[src/rtl/tiny_rv_prefetch.sv]
// tiny_rv_prefetch: DEPTH-entry instruction prefetch queue with a pipelined request/response memory port.
// Latency: a grant in cycle t with its response in t+k shows on o_valid in t+k+1 (the queue is registered, with no bypass).
// Backpressure: i_pipe_stall holds the head; requests stop once buffered plus in-flight reaches DEPTH. Optional macro TINY_RV_FETCH_ALIGN_CHK_EN.
module tiny_rv_prefetch #(
  parameter logic [31:0] RESET_PC = 32'h0000_0000,
  parameter int          DEPTH    = 4
) (
  input  logic        i_clk,
  input  logic        i_reset,
  input  logic        i_pipe_stall,
  input  logic        i_pipe_flush,
  input  logic        i_ld_new_addr,
  input  logic [31:0] i_new_addr,
  output logic        o_mem_req,
  output logic [31:0] o_mem_addr,
  input  logic        i_mem_gnt,
  input  logic        i_mem_rvalid,
  input  logic [31:0] i_mem_rdata,
  output logic        o_valid,
  output logic [31:0] o_fetched_pc,
  output logic [31:0] o_fetched_inst,
  output logic        o_fetch_fault
);

  localparam int AW = $clog2(DEPTH);
  localparam int CW = AW + 1;
  typedef logic [CW-1:0] cnt_t;
  typedef logic [AW-1:0] ptr_t;
  localparam logic [CW:0] DEPTH_OCC = (CW+1)'(DEPTH);

  logic [31:0] fetch_pc_q, fetch_pc_d;
  logic [31:0] tail_pc_q, tail_pc_d;
  cnt_t        count_q, count_d;
  cnt_t        in_flight_q, in_flight_d;
  cnt_t        drop_q, drop_d;
  ptr_t        rd_ptr_q, rd_ptr_d;
  ptr_t        wr_ptr_q, wr_ptr_d;
  logic        halted_q, halted_d;

  logic [31:0] pc_mem   [DEPTH];
  logic [31:0] inst_mem [DEPTH];
`ifdef TINY_RV_FETCH_ALIGN_CHK_EN
  logic        fault_mem [DEPTH];
  logic        push_fault;
  logic        fault_redirect;
`endif

  logic [CW:0] occupancy;
  logic        gnt, pop, accept, discard, restart, push;
  ptr_t        push_idx;
  logic [31:0] push_pc, push_inst, head_pc, restart_tgt, restart_pc;

  // Request gate, handshakes and the restart target (redirect beats flush).
  always_comb begin
    occupancy   = {1'b0, count_q} + {1'b0, in_flight_q};
    o_mem_req   = !i_reset && !halted_q && (occupancy < DEPTH_OCC)
                  && !i_ld_new_addr && !i_pipe_flush;
    o_mem_addr  = fetch_pc_q;
    gnt         = o_mem_req && i_mem_gnt;
    o_valid     = (count_q != '0);
    pop         = o_valid && !i_pipe_stall;
    discard     = i_mem_rvalid && (drop_q != '0);
    accept      = i_mem_rvalid && (drop_q == '0);
    restart     = i_ld_new_addr || i_pipe_flush;
    head_pc     = pc_mem[rd_ptr_q];
    // A flush replays from the oldest PC not yet handed to decode.
    restart_tgt = i_ld_new_addr ? i_new_addr : (o_valid ? head_pc : tail_pc_q);
    restart_pc  = restart_tgt & 32'hFFFF_FFFC;
    in_flight_d = in_flight_q + cnt_t'(gnt) - cnt_t'(i_mem_rvalid);
`ifdef TINY_RV_FETCH_ALIGN_CHK_EN
    fault_redirect = i_ld_new_addr && (i_new_addr[1:0] != 2'b00);
`endif
  end

  // Next-state for fetch pointer, queue bookkeeping and the discard counter.
  always_comb begin
    fetch_pc_d = fetch_pc_q;
    tail_pc_d  = tail_pc_q;
    count_d    = count_q;
    drop_d     = drop_q;
    rd_ptr_d   = rd_ptr_q;
    wr_ptr_d   = wr_ptr_q;
    halted_d   = halted_q;
    push       = 1'b0;
    push_idx   = wr_ptr_q;
    push_pc    = tail_pc_q;
    push_inst  = i_mem_rdata;
`ifdef TINY_RV_FETCH_ALIGN_CHK_EN
    push_fault = 1'b0;
`endif
    if (restart) begin
      // Everything still outstanding after this edge belongs to the old stream.
      fetch_pc_d = restart_pc;
      tail_pc_d  = restart_pc;
      count_d    = '0;
      rd_ptr_d   = '0;
      wr_ptr_d   = '0;
      drop_d     = in_flight_d;
      // Only a redirect releases a halt; a flush replays inside the same stream.
      if (i_ld_new_addr) halted_d = 1'b0;
`ifdef TINY_RV_FETCH_ALIGN_CHK_EN
      if (fault_redirect) begin
        push       = 1'b1;
        push_idx   = '0;
        push_pc    = i_new_addr;
        push_inst  = 32'h0000_0013;
        push_fault = 1'b1;
        count_d    = cnt_t'(1);
        wr_ptr_d   = ptr_t'(1);
        halted_d   = 1'b1;
      end
`endif
    end else begin
      if (gnt) fetch_pc_d = fetch_pc_q + 32'd4;
      if (discard) drop_d = drop_q - cnt_t'(1);
      if (accept) begin
        push      = 1'b1;
        tail_pc_d = tail_pc_q + 32'd4;
        wr_ptr_d  = wr_ptr_q + ptr_t'(1);
      end
      if (pop) rd_ptr_d = rd_ptr_q + ptr_t'(1);
      count_d = count_q + cnt_t'(accept) - cnt_t'(pop);
    end
  end

  // Control state register.
  always_ff @(posedge i_clk or posedge i_reset) begin
    if (i_reset) begin
      fetch_pc_q  <= RESET_PC;
      tail_pc_q   <= RESET_PC;
      count_q     <= '0;
      in_flight_q <= '0;
      drop_q      <= '0;
      rd_ptr_q    <= '0;
      wr_ptr_q    <= '0;
      halted_q    <= 1'b0;
    end else begin
      fetch_pc_q  <= fetch_pc_d;
      tail_pc_q   <= tail_pc_d;
      count_q     <= count_d;
      in_flight_q <= in_flight_d;
      drop_q      <= drop_d;
      rd_ptr_q    <= rd_ptr_d;
      wr_ptr_q    <= wr_ptr_d;
      halted_q    <= halted_d;
    end
  end

  // Queue payload; validity lives in count_q, so the storage needs no reset.
  always_ff @(posedge i_clk) begin
    if (push) begin
      pc_mem[push_idx]    <= push_pc;
      inst_mem[push_idx]  <= push_inst;
`ifdef TINY_RV_FETCH_ALIGN_CHK_EN
      fault_mem[push_idx] <= push_fault;
`endif
    end
  end

  // Head outputs read as zero whenever the queue is empty.
  always_comb begin
    o_fetched_pc   = o_valid ? head_pc : 32'h0;
    o_fetched_inst = o_valid ? inst_mem[rd_ptr_q] : 32'h0;
`ifdef TINY_RV_FETCH_ALIGN_CHK_EN
    o_fetch_fault  = o_valid && fault_mem[rd_ptr_q];
`else
    o_fetch_fault  = 1'b0;
`endif
  end

endmodule

[config.mk]
export PLATFORM = sky130hd
export DESIGN_NAME = tiny_rv_prefetch
export DESIGN_NICKNAME = d
export VERILOG_FILES = /design/src/rtl/tiny_rv_prefetch.sv
export SDC_FILE = /design/constraint.sdc
export NUM_CORES = 1
export LEC_CHECK = 0
export CAP_MARGIN = 0
export CORE_MARGIN = 2
export CORE_UTILIZATION = 50
export DETAILED_ROUTE_END_ITERATION = 8
export PLACE_DENSITY = 0.7
export SLEW_MARGIN = 10
export SYNTH_ARGS = -nofsm -noshare
export SYNTH_HDL_FRONTEND = slang
export SYNTH_SLANG_ARGS = --single-unit
[constraint.sdc]
create_clock -name i_clk -period 3.95 [get_ports i_clk]
set_input_delay 0.5925 -clock i_clk [delete_from_list [all_inputs] [get_ports i_clk]]
set_output_delay 0.5925 -clock i_clk [all_outputs]
set_load 0.01 [all_outputs]
==> results of run 1 <==
-- routing by layer --
metal	share of wire, %	routed length, um	track usage [%]	vias up
li1	-	-	-	4087
met1	40	13800	32.2	4595
met2	49	16700	37.6	434
met3	8.6	2980	4.82	59
met4	2.7	936	7.23	0
met5	0	0	0	-
-- cell type report --
type,count,share of cell area [%]
clock buffer,53,5.66
sequential,321,53.4
multi-input combinational,557,26.5
tap,378,2.72
timing repair buffer,186,10.8
inverter,26,0.561
clock inverter,11,0.374
-- stage by stage --
stage                     setup slack, ns  util [%]  cell area, um^2
after floorplan                     0.623         -            14200
after global placement              0.545      58.6            16300
after detailed placement            0.477      58.6            16300
after CTS                           0.487      62.4            17400
after global routing                0.450      62.4            17400
final                               0.535      62.4            17400
-- flip-flops by register name (all words and copies together) (netlist names) --
name / cells
pc_mem: 120
push_idx: 2
o_mem_addr: 30
count_q: 3
rd_ptr_q: 2
drop_q: 3
in_flight_q: 3
inst_mem: 128
push_pc: 30
-- worst register-to-register path: cells and delay by family (launching register included) --
family	cells	cell delay, ns
fa+ha+maj	4	1.16
compound gates	1	0.13
flops	1	0.42
simple gates	3	0.64
xor+xnor	2	0.34
buf+inv	2	0.31
-- where the power goes --
group	switching [W]	leakage (nW)	internal, W
combinational	0.000640	2.28	0.000633
sequential	0.000251	3.16	0.00386
clock	0.00125	0.506	0.00173
-- cell usage after synthesis (2+ instances only) --
cell type / count / area share (%)
a21o_1: 16 / 0.85
buf_4: 5 / 0.26
o211ai_1: 3 / 0.16
a2bb2oi_1: 11 / 0.68
nor2_1: 28 / 0.74
a211oi_1: 3 / 0.16
fa_1: 2 / 0.28
nor4_1: 12 / 0.53
mux2_2: 5 / 0.40
dfrtp_1: 73 / 13
or4_1: 7 / 0.37
a21oi_1: 31 / 1.1
and3_1: 14 / 0.62
ha_1: 14 / 1.2
clkbuf_1: 40 / 1.1
o31ai_1: 4 / 0.21
and4_1: 7 / 0.43
mux4_2: 62 / 9.8
or2_2: 3 / 0.13
buf_2: 8 / 0.28
and2_1: 64 / 2.8
o22a_1: 9 / 0.56
o21ai_0: 47 / 1.7
a41o_1: 2 / 0.14
xnor2_1: 16 / 0.99
xor2_1: 12 / 0.74
a22oi_1: 14 / 0.74
nor3_1: 14 / 0.49
nand2_1: 44 / 1.2
nand4_1: 16 / 0.70
o21a_1: 15 / 0.79
or3_1: 3 / 0.13
edfxtp_1: 248 / 52
mux2i_1: 6 / 0.42
o221ai_1: 8 / 0.49
buf_1: 5 / 0.13
nand3_1: 31 / 1.1
inv_1: 26 / 0.69
a31oi_1: 10 / 0.44
-- worst max-delay path by stage --
| stage | end | slack (ns) | depth (start not counted) |
|---|---|---|---|
| finish | o_fetched_pc[8] | 0.54 | 4 |
| global route | o_fetched_pc[8] | 0.45 | 4 |
| CTS | o_fetched_pc[8] | 0.49 | 4 |
| detailed placement | drop_q[2] | 0.48 | 12 |
| global placement | drop_q[2] | 0.54 | 12 |
| floorplan | inst_mem[0][0] | 0.62 | 4 |
-- placed cells by master, fill, tap and decap left out, drive strengths merged, types with 4 or more instances in the layout --
| master | netlist | layout |
|---|---|---|
| o21ai | 48 | 48 |
| nor3 | 14 | 14 |
| nand3 | 32 | 32 |
| o22a | 9 | 9 |
| a31oi | 10 | 10 |
| nor2 | 28 | 28 |
| o221ai | 8 | 8 |
| o21a | 15 | 15 |
| conb | 1 | 5 |
| mux4 | 62 | 62 |
| nand2 | 44 | 44 |
| a22oi | 14 | 14 |
| o31ai | 4 | 4 |
| edfxtp | 248 | 248 |
| and2 | 65 | 65 |
| ha | 14 | 14 |
| a21o | 17 | 17 |
| xnor2 | 16 | 16 |
| clkbuf | 40 | 53 |
| xor2 | 12 | 12 |
| clkdlybuf4s50 | 0 | 162 |
| mux2i | 6 | 6 |
| dfrtp | 73 | 73 |
| mux2 | 5 | 5 |
| or3 | 4 | 4 |
| a2bb2oi | 11 | 11 |
| and3 | 15 | 15 |
| inv | 26 | 27 |
| or4 | 7 | 7 |
| nor4 | 12 | 12 |
| nand4 | 16 | 16 |
| buf | 18 | 24 |
| and4 | 7 | 7 |
| clkinv | 0 | 10 |
| a21oi | 31 | 31 |
-- cells by family (layout without fill, tap and decap cells) --
group / after synthesis / after routing
xor gates and xnor gates: 28 / 28
AOI/OAI and AO/OA: 185 / 185
adders and majority gates: 16 / 16
DFF: 321 / 321
buffers and inverters: 84 / 276
other: 1 / 5
muxes: 73 / 73
and+or+nand+nor: 250 / 250
==> impl_metrics.env, run 1 <==
export IMPL_grt_max_degree=62
export IMPL_num_nets_final=1214
export IMPL_crit_required_ns=3.36
export IMPL_timing_rr_end="drop_q[2]"
export IMPL_synth_distinct_cells=59
export IMPL_multi_input_area_um2=4610
export IMPL_path_max_fanout=39
export IMPL_finalCriticalPeriod_ns=3.41
export IMPL_numPlacedInstances=1468
export IMPL_timing_final_crit_share_pct=86.4
export IMPL_layout_area_overhead_vs_synth_pct=22.4
export IMPL_cap_viol_max_count=0
export IMPL_hpwl_um=22500
export IMPL_holdBufCountCts=0
export IMPL_synthArstFlopShare_pct=22.7
export IMPL_min_from="in_flight_q[0]"
export IMPL_fill_cells=2080
export IMPL_synth_xor_area_share_pct=1.73
export IMPL_gr_total_overflow=0
export IMPL_grt_setup_unrepaired="no"
export IMPL_firstDrtPassIters=5
export IMPL_path_cells="buf_12 -> mux4_2 -> and2_1 -> clkdlybuf4s50_1"
export IMPL_clock_sinks=321
export IMPL_diodes=0
export IMPL_cpPeakStageDelay_ns=0.63
export IMPL_crit_path_start="rd_ptr_q[0]"
export IMPL_track_usage_pct=23.3
export IMPL_syn_area_um2=14200
export IMPL_synthAdderAreaFrac_pct=1.52
export IMPL_hold_depth=1
export IMPL_path_clk_slew_ns=0.06
export IMPL_reg2reg_from="count_q[2]"
export IMPL_numCtsBuffers=35
export IMPL_wirelength_um=34400
export IMPL_skew_ns=0.0135
export IMPL_rows=61
export IMPL_synth_compound_area_share_pct=8.72
export IMPL_grt_pass1_wl_um=54100
export IMPL_powerDensity_nw_per_um2=481
export IMPL_die_h_um=173
export IMPL_cts_buffer_depth=3
export IMPL_synthCells=958
export IMPL_hold_viol=0
export IMPL_gp_congestion=0.898
export IMPL_critPathLaunchType="flop"
export IMPL_start_util_pct=51.0
export IMPL_total_power_w=0.00835
export IMPL_slew_headroom_pct=41.2
export IMPL_dieArea_um2=29800
export IMPL_whs_ns=0.536
export IMPL_arrival_ns=2.82
export IMPL_tns_ns=0
export IMPL_synth_edf_count=248
export IMPL_coreArea_um2=27900
export IMPL_insertion_delay_ns=0.51
export IMPL_clockRootBuffer="clkbuf_16"
export IMPL_cts_resized=0
export IMPL_synthMuxAreaShare_pct=10.7
export IMPL_synth_avg_cell_area_um2=14.8
export IMPL_antenna_left=0
export IMPL_cts_tree="done"
export IMPL_reg2reg_depth=12
export IMPL_p_leak_nw=5.94
export IMPL_rrSetupSlack_ns=0.89
export IMPL_hold_class="flop to flop"
export IMPL_ys_seq_area_share_pct=65.3
export IMPL_tightest_slew_ns=0.875
export IMPL_drc=0
export IMPL_setup_viol=0
export IMPL_avgRoutedWirePerCell_um=22.5
export IMPL_yosys_area_share_simple_pct=9.62
export IMPL_ios=170
export IMPL_synth_top_family_by_area="multiplexers"
export IMPL_grt_pass1_vias=9218
export IMPL_die_x_um=173
export IMPL_critPathTopFamily="buffers and inverters"
export IMPL_seq_area_um2=9280
export IMPL_peakVddDrop_mv=0.287
export IMPL_postCtsSetupBuffers=0
export IMPL_htreeDepth=2
export IMPL_crit_type="flop to output pin"
export IMPL_max_freq_ghz=0.293
export IMPL_port_buffers=162
export IMPL_crit_path_end_kind="output pin"
export IMPL_worstPathBufferInverterCount=2
export IMPL_holdPathEnd="in_flight_q[0]"
export IMPL_slowest_stage="dfrtp_4"
export IMPL_synth_main_ff_cell="edfxtp_1"
export IMPL_final_layout_size_suffix_gt1_share_pct=13.3
export IMPL_viasPerCell=5.99
export IMPL_vias=9175
export IMPL_synth_seq_cells=321
export IMPL_slew_viol_final=0
export IMPL_yosysWarnings=0
export IMPL_fin_cells=1532
export IMPL_antenna_found_initial=0
export IMPL_drtIter0Drc=937
export IMPL_outcome="completed"
Power figures use the tool's default switching activity.
==> inputs of run 2 (changes only) <==
--- a/config.mk
+++ b/config.mk
@@ -7,9 +7,10 @@
 export LEC_CHECK = 0
 export CAP_MARGIN = 0
 export CORE_MARGIN = 2
-export CORE_UTILIZATION = 50
+export CORE_UTILIZATION = 56
+export CTS_CLUSTER_DIAMETER = 50
 export DETAILED_ROUTE_END_ITERATION = 8
-export PLACE_DENSITY = 0.7
+export PLACE_DENSITY = 0.77
 export SLEW_MARGIN = 10
 export SYNTH_ARGS = -nofsm -noshare
 export SYNTH_HDL_FRONTEND = slang
==> run 2 against run 1 <==
  * Count of clock-buffer cells in the layout is 4 lower
  * Flip-flop and latch count stayed put
  * Wire length is 0.65% higher
  * Critical path depth stayed put
  * Hold slack hardly changed
  * Clock skew is 0.0063 ns higher
  * Final area is 1.1% higher
  * First-iteration DRC count is 16% higher
  * Sequential share of layout area is 0.60 points lower
  * Maximum frequency is 1.8% lower
==> impl_metrics.env, run 2 (synthesis gave the netlist of run 1 again) <==
export IMPL_drtIter0Drc=1089
export IMPL_track_usage_pct=26.2
export IMPL_finish_utilization_pct=70.2
export IMPL_slowest_stage="dfrtp_4"
export IMPL_critPathTopFamily="buffers and inverters"
export IMPL_cap_viol_max_count=0
export IMPL_reg2reg_depth=12
export IMPL_grt_max_degree=61
export IMPL_worstPathBufferInverterCount=2
export IMPL_numPlacedInstances=1422
export IMPL_firstDrtPassIters=6
export IMPL_path_depth=4
export IMPL_wirelength_um=34700
export IMPL_cts_buffer_depth=3
export IMPL_antenna_left=0
export IMPL_fin_cells=1490
export IMPL_dieArea_um2=26600
export IMPL_crit_required_ns=3.36
export IMPL_coreArea_um2=25000
export IMPL_postCtsSetupBuffers=0
export IMPL_layout_common_cells="248 x edfxtp_1, 162 x clkdlybuf4s50_1, 71 x dfrtp_1"
export IMPL_fill_cells=1666
export IMPL_peakVddDrop_mv=0.395
export IMPL_die_x_um=163
export IMPL_max_freq_ghz=0.288
export IMPL_rrSetupSlack_ns=0.89
export IMPL_gp_congestion=0.906
export IMPL_clockRootBuffer="clkbuf_16"
export IMPL_avgRoutedWirePerCell_um=23.3
export IMPL_cpPeakStageDelay_ns=0.79
export IMPL_grt_pass1_wl_um=52600
export IMPL_outcome="completed"
export IMPL_seq_area_um2=9280
export IMPL_path_max_fanout=23
export IMPL_cts_resized=0
export IMPL_grt_setup_unrepaired="no"
export IMPL_diodes=0
export IMPL_holdBufCountCts=0
export IMPL_top_register="inst_mem"
export IMPL_skew_ns=0.0197
export IMPL_reg_top3="inst_mem: 128 flops, pc_mem: 120 flops"
export IMPL_arrival_ns=2.89
export IMPL_htreeDepth=2
export IMPL_reg2reg_from="count_q[2]"
export IMPL_antenna_found_initial=0
export IMPL_timing_rr_end="drop_q[2]"
export IMPL_hold_viol=0
export IMPL_tns_ns=0
export IMPL_finalCriticalPeriod_ns=3.48
export IMPL_endpoint="o_fetched_pc[8]"
export IMPL_timing_final_crit_share_pct=88.1
export IMPL_hpwl_um=22600
export IMPL_clock_sinks=321
export IMPL_setup_slack_ns=0.472
export IMPL_cts_tree="done"
export IMPL_grt_pass1_vias=9266
export IMPL_insertion_delay_ns=0.52
export IMPL_total_power_w=0.00882
export IMPL_layout_area_overhead_vs_synth_pct=23.8
export IMPL_num_nets_final=1218
export IMPL_critPathLaunchType="flop"
export IMPL_path_cells="buf_12 -> mux4_2 -> and2_1 -> clkdlybuf4s50_1"
export IMPL_multi_input_area_um2=4610
export IMPL_tightest_slew_ns=0.904
export IMPL_crit_path_end_kind="output pin"
export IMPL_rows=58
export IMPL_gr_total_overflow=0
export IMPL_powerDensity_nw_per_um2=502
export IMPL_start_util_pct=56.7
export IMPL_numCtsBuffers=37
export IMPL_largest_reg_flops=128
export IMPL_p_leak_nw=6.07
export IMPL_hold_class="flop to flop"
export IMPL_viasPerCell=6.27
export IMPL_setup_viol=0
export IMPL_crit_type="flop to output pin"
export IMPL_drc=0
export IMPL_die_h_um=163
export IMPL_crit_path_start="rd_ptr_q[0]"
export IMPL_layout_cells_most_common="edfxtp_1"
export IMPL_path_clk_slew_ns=0.06
export IMPL_final_layout_size_suffix_gt1_share_pct=14.9
export IMPL_pre_cts_ws_ns=0.510
export IMPL_port_buffers=162
export IMPL_ios=170
export IMPL_slew_viol_final=0
export IMPL_slew_headroom_pct=39.1
export IMPL_vias=9342
-- run 2: changes by cell type in the layout (fill, tap and decap cells not counted), sizes merged --
cell,before,now
clkinvlp,0,3
inv,27,31
clkinv,10,8
clkbuf,53,49
bufinv,0,3
buf,24,26
-- run 2: final cells by class --
cell class                      count  share of cell area, %
Multi-Input combinational cell    557                   26.2
Timing Repair Buffer              188                   11.0
Clock buffer                       49                   5.99
Inverter                           26                  0.555
Tap cell                          330                   2.35
Clock inverter                     19                   1.14
Sequential cell                   321                   52.8
-- run 2: worst min-delay path by stage --
stage / to / startpoint / cells after the start / slack (ns)
floorplan: pc_mem[0][8] / push_pc[8] / 0 / 0.49
global placement: o_mem_addr[31] / o_mem_addr[31] / 1 / 0.53
detailed placement: o_mem_addr[31] / o_mem_addr[31] / 1 / 0.53
CTS: o_mem_addr[31] / o_mem_addr[31] / 1 / 0.54
global route: o_mem_addr[31] / o_mem_addr[31] / 1 / 0.55
finish: o_mem_addr[31] / o_mem_addr[31] / 1 / 0.54
-- run 2: worst reg2reg max path: cells and delay by family (launching register included) --
kind | cells | cell delay, ns
buffers and inverters | 2 | 0.32
xor gates and xnor gates | 2 | 0.33
adders and majority gates | 4 | 1.17
AOI/OAI and AO/OA | 1 | 0.12
DFF | 1 | 0.43
and+or+nand+nor | 3 | 0.61
-- run 2: report_power, final --
group	total, W	switching [W]	internal, W	leakage (nW)
Clock	0.00344	0.00134	0.00210	0.610
Sequential	0.00411	0.000254	0.00386	3.16
Combinational	0.00127	0.000638	0.000634	2.30
Total	0.00882	0.00224	0.00659	6.07
-- run 2: stage by stage --
stage / hold WS, ns / instance area (um^2)
2_1_floorplan: 0.489 / 14200
3_3_place_gp: 0.530 / 16300
3_5_place_dp: 0.525 / 16300
4_1_cts: 0.537 / 17600
5_1_grt: 0.552 / 17600
6_report: 0.535 / 17600
-- run 2: routing by layer --
metal	up-vias	routed length (um)	track usage, %
met2	477	16700	41.8
li1	4093	-	-
met1	4697	14000	36.4
met3	75	2930	5.41
met5	-	0	0
met4	0	1000	8.73
==> inputs of run 3 (changes only) <==
--- a/config.mk
+++ b/config.mk
@@ -8,7 +8,6 @@
 export CAP_MARGIN = 0
 export CORE_MARGIN = 2
 export CORE_UTILIZATION = 56
-export CTS_CLUSTER_DIAMETER = 50
 export DETAILED_ROUTE_END_ITERATION = 8
 export PLACE_DENSITY = 0.77
 export SLEW_MARGIN = 10
==> run 3 against run 2 <==
  * Count of clock-buffer cells in the layout down 9
  * Via count is 0.50% lower
  * Power decreased by 7.1%
  * Sequential share of layout area grew 0.85 points
  * Clock power shrank 18%
  * Critical path type unchanged
  * Critical endpoint unchanged
==> impl_metrics.env, run 3 (synthesis gave the netlist of run 1 again) <==
export IMPL_grt_pass1_vias=9110
export IMPL_powerDensity_nw_per_um2=474
export IMPL_slew_headroom_pct=39.7
export IMPL_hold_class="flop to flop"
export IMPL_crit_required_ns=3.36
export IMPL_dieArea_um2=26600
export IMPL_crit_type="flop to output pin"
export IMPL_cts_resized=0
export IMPL_gr_total_overflow=0
export IMPL_reg2reg_from="count_q[2]"
export IMPL_antenna_left=0
export IMPL_top_register="inst_mem"
export IMPL_slew_viol_final=0
export IMPL_final_layout_size_suffix_gt1_share_pct=13.8
export IMPL_setup_viol=0
export IMPL_skew_ns=0.0152
export IMPL_tightest_slew_ns=0.898
export IMPL_rows=58
export IMPL_vias=9295
export IMPL_tns_ns=0
export IMPL_reg2reg_depth=12
export IMPL_die_h_um=163
export IMPL_clockRootBuffer="clkbuf_16"
export IMPL_layout_common_cells="248 x edfxtp_1, 162 x clkdlybuf4s50_1, 71 x dfrtp_1"
export IMPL_reg_top3="inst_mem: 128 flops, pc_mem: 120 flops"
export IMPL_max_freq_ghz=0.284
export IMPL_gp_congestion=0.906
export IMPL_postCtsSetupBuffers=0
export IMPL_ios=170
export IMPL_holdBufCountCts=0
export IMPL_timing_final_crit_share_pct=89.1
export IMPL_avgRoutedWirePerCell_um=23.1
export IMPL_p_leak_nw=5.94
export IMPL_crit_path_end_kind="output pin"
export IMPL_cap_viol_max_count=0
export IMPL_start_util_pct=56.7
export IMPL_outcome="completed"
export IMPL_layout_area_overhead_vs_synth_pct=21.9
export IMPL_timing_rr_end="drop_q[2]"
export IMPL_largest_reg_flops=128
export IMPL_grt_setup_unrepaired="no"
export IMPL_min_from="o_mem_addr[31]"
export IMPL_die_x_um=163
export IMPL_path_max_fanout=23
export IMPL_drc=0
export IMPL_finalCriticalPeriod_ns=3.52
export IMPL_holdPathEnd="o_mem_addr[31]"
export IMPL_wirelength_um=34100
export IMPL_critPathLaunchType="flop"
export IMPL_arrival_ns=2.93
export IMPL_total_power_w=0.00820
export IMPL_crit_path_start="rd_ptr_q[0]"
export IMPL_insertion_delay_ns=0.55
export IMPL_coreArea_um2=25000
export IMPL_cts_tree="done"
export IMPL_peakVddDrop_mv=0.337
export IMPL_num_nets_final=1212
export IMPL_antenna_found_initial=0
export IMPL_hpwl_um=22600
export IMPL_grt_max_degree=61
export IMPL_track_usage_pct=25.6
export IMPL_firstDrtPassIters=7
export IMPL_cts_buffer_depth=3
export IMPL_viasPerCell=6.28
export IMPL_port_buffers=162
export IMPL_grt_pass1_wl_um=51800
export IMPL_diodes=0
export IMPL_path_clk_slew_ns=0.06
export IMPL_layout_cells_most_common="edfxtp_1"
export IMPL_hold_viol=0
export IMPL_drtIter0Drc=1118
export IMPL_hold_depth=1
export IMPL_htreeDepth=1
export IMPL_clock_sinks=321
export IMPL_numCtsBuffers=31
export IMPL_rrSetupSlack_ns=0.92
[run 3: cell count changes in the layout (fill, tap and decap cells not counted)]
cell / delta
inv_8: -1
bufinv_16: -1
clkinv_1: +3
clkbuf_16: -8
clkinvlp_4: -3
clkbuf_8: -1
inv_6: -3
clkinv_2: +3
[run 3: power by group]
| part | switching, W | internal, W | leakage (nW) |
|---|---|---|---|
| Combinational | 0.000636 | 0.000634 | 2.30 |
| Sequential | 0.000253 | 0.00385 | 3.16 |
| Clock | 0.00120 | 0.00162 | 0.487 |
[run 3: layer usage]
layer / vias up / share of wire [%] / GRT usage [%]
met2: 464 / 48 / 40.8
li1: 4068 / - / -
met1: 4691 / 40 / 36.6
met5: - / 0 / 0
met4: 0 / 3.0 / 8.53
met3: 72 / 8.8 / 4.04
[run 3: how the worst max path moves through the flow]
| stage | slack [ns] | to | cells after the start |
|---|---|---|---|
| floorplan | 0.62 | inst_mem[0][0] | 4 |
| global placement | 0.56 | drop_q[2] | 12 |
| detailed placement | 0.51 | drop_q[2] | 12 |
| CTS | 0.39 | o_fetched_pc[8] | 4 |
| global route | 0.30 | o_fetched_pc[8] | 4 |
| finish | 0.43 | o_fetched_pc[8] | 4 |
[run 3: final cells by class]
cell class	instances	area, um^2
Clock buffer	40	840
Multi-Input combinational cell	557	4610
Sequential cell	321	9280
Inverter	26	97.6
Clock inverter	17	136
Fill cell	1705	7730
Tap cell	330	413
Timing Repair Buffer	188	1930
[run 3: per-stage QoR]
step | setup slack (ns) | std cells | hold slack [ns] | area, um^2 | utilization (%)
final | 0.429 | 1479 | 0.539 | 17300 | 69.1
after global routing | 0.297 | 1479 | 0.553 | 17300 | 69.1
after CTS | 0.386 | 1479 | 0.539 | 17300 | 69.1
after detailed placement | 0.510 | 1422 | 0.525 | 16300 | 65.2
after global placement | 0.559 | 1422 | 0.530 | 16300 | 65.2
after floorplan | 0.623 | 962 | 0.489 | 14200 | -
[run 3: critical path, stage by stage (launching register included)]
cell and delay [ns]:
dfrtp_4 0.78, buf_12 0.29, mux4_2 0.52, and2_1 0.25, clkdlybuf4s50_1 0.50
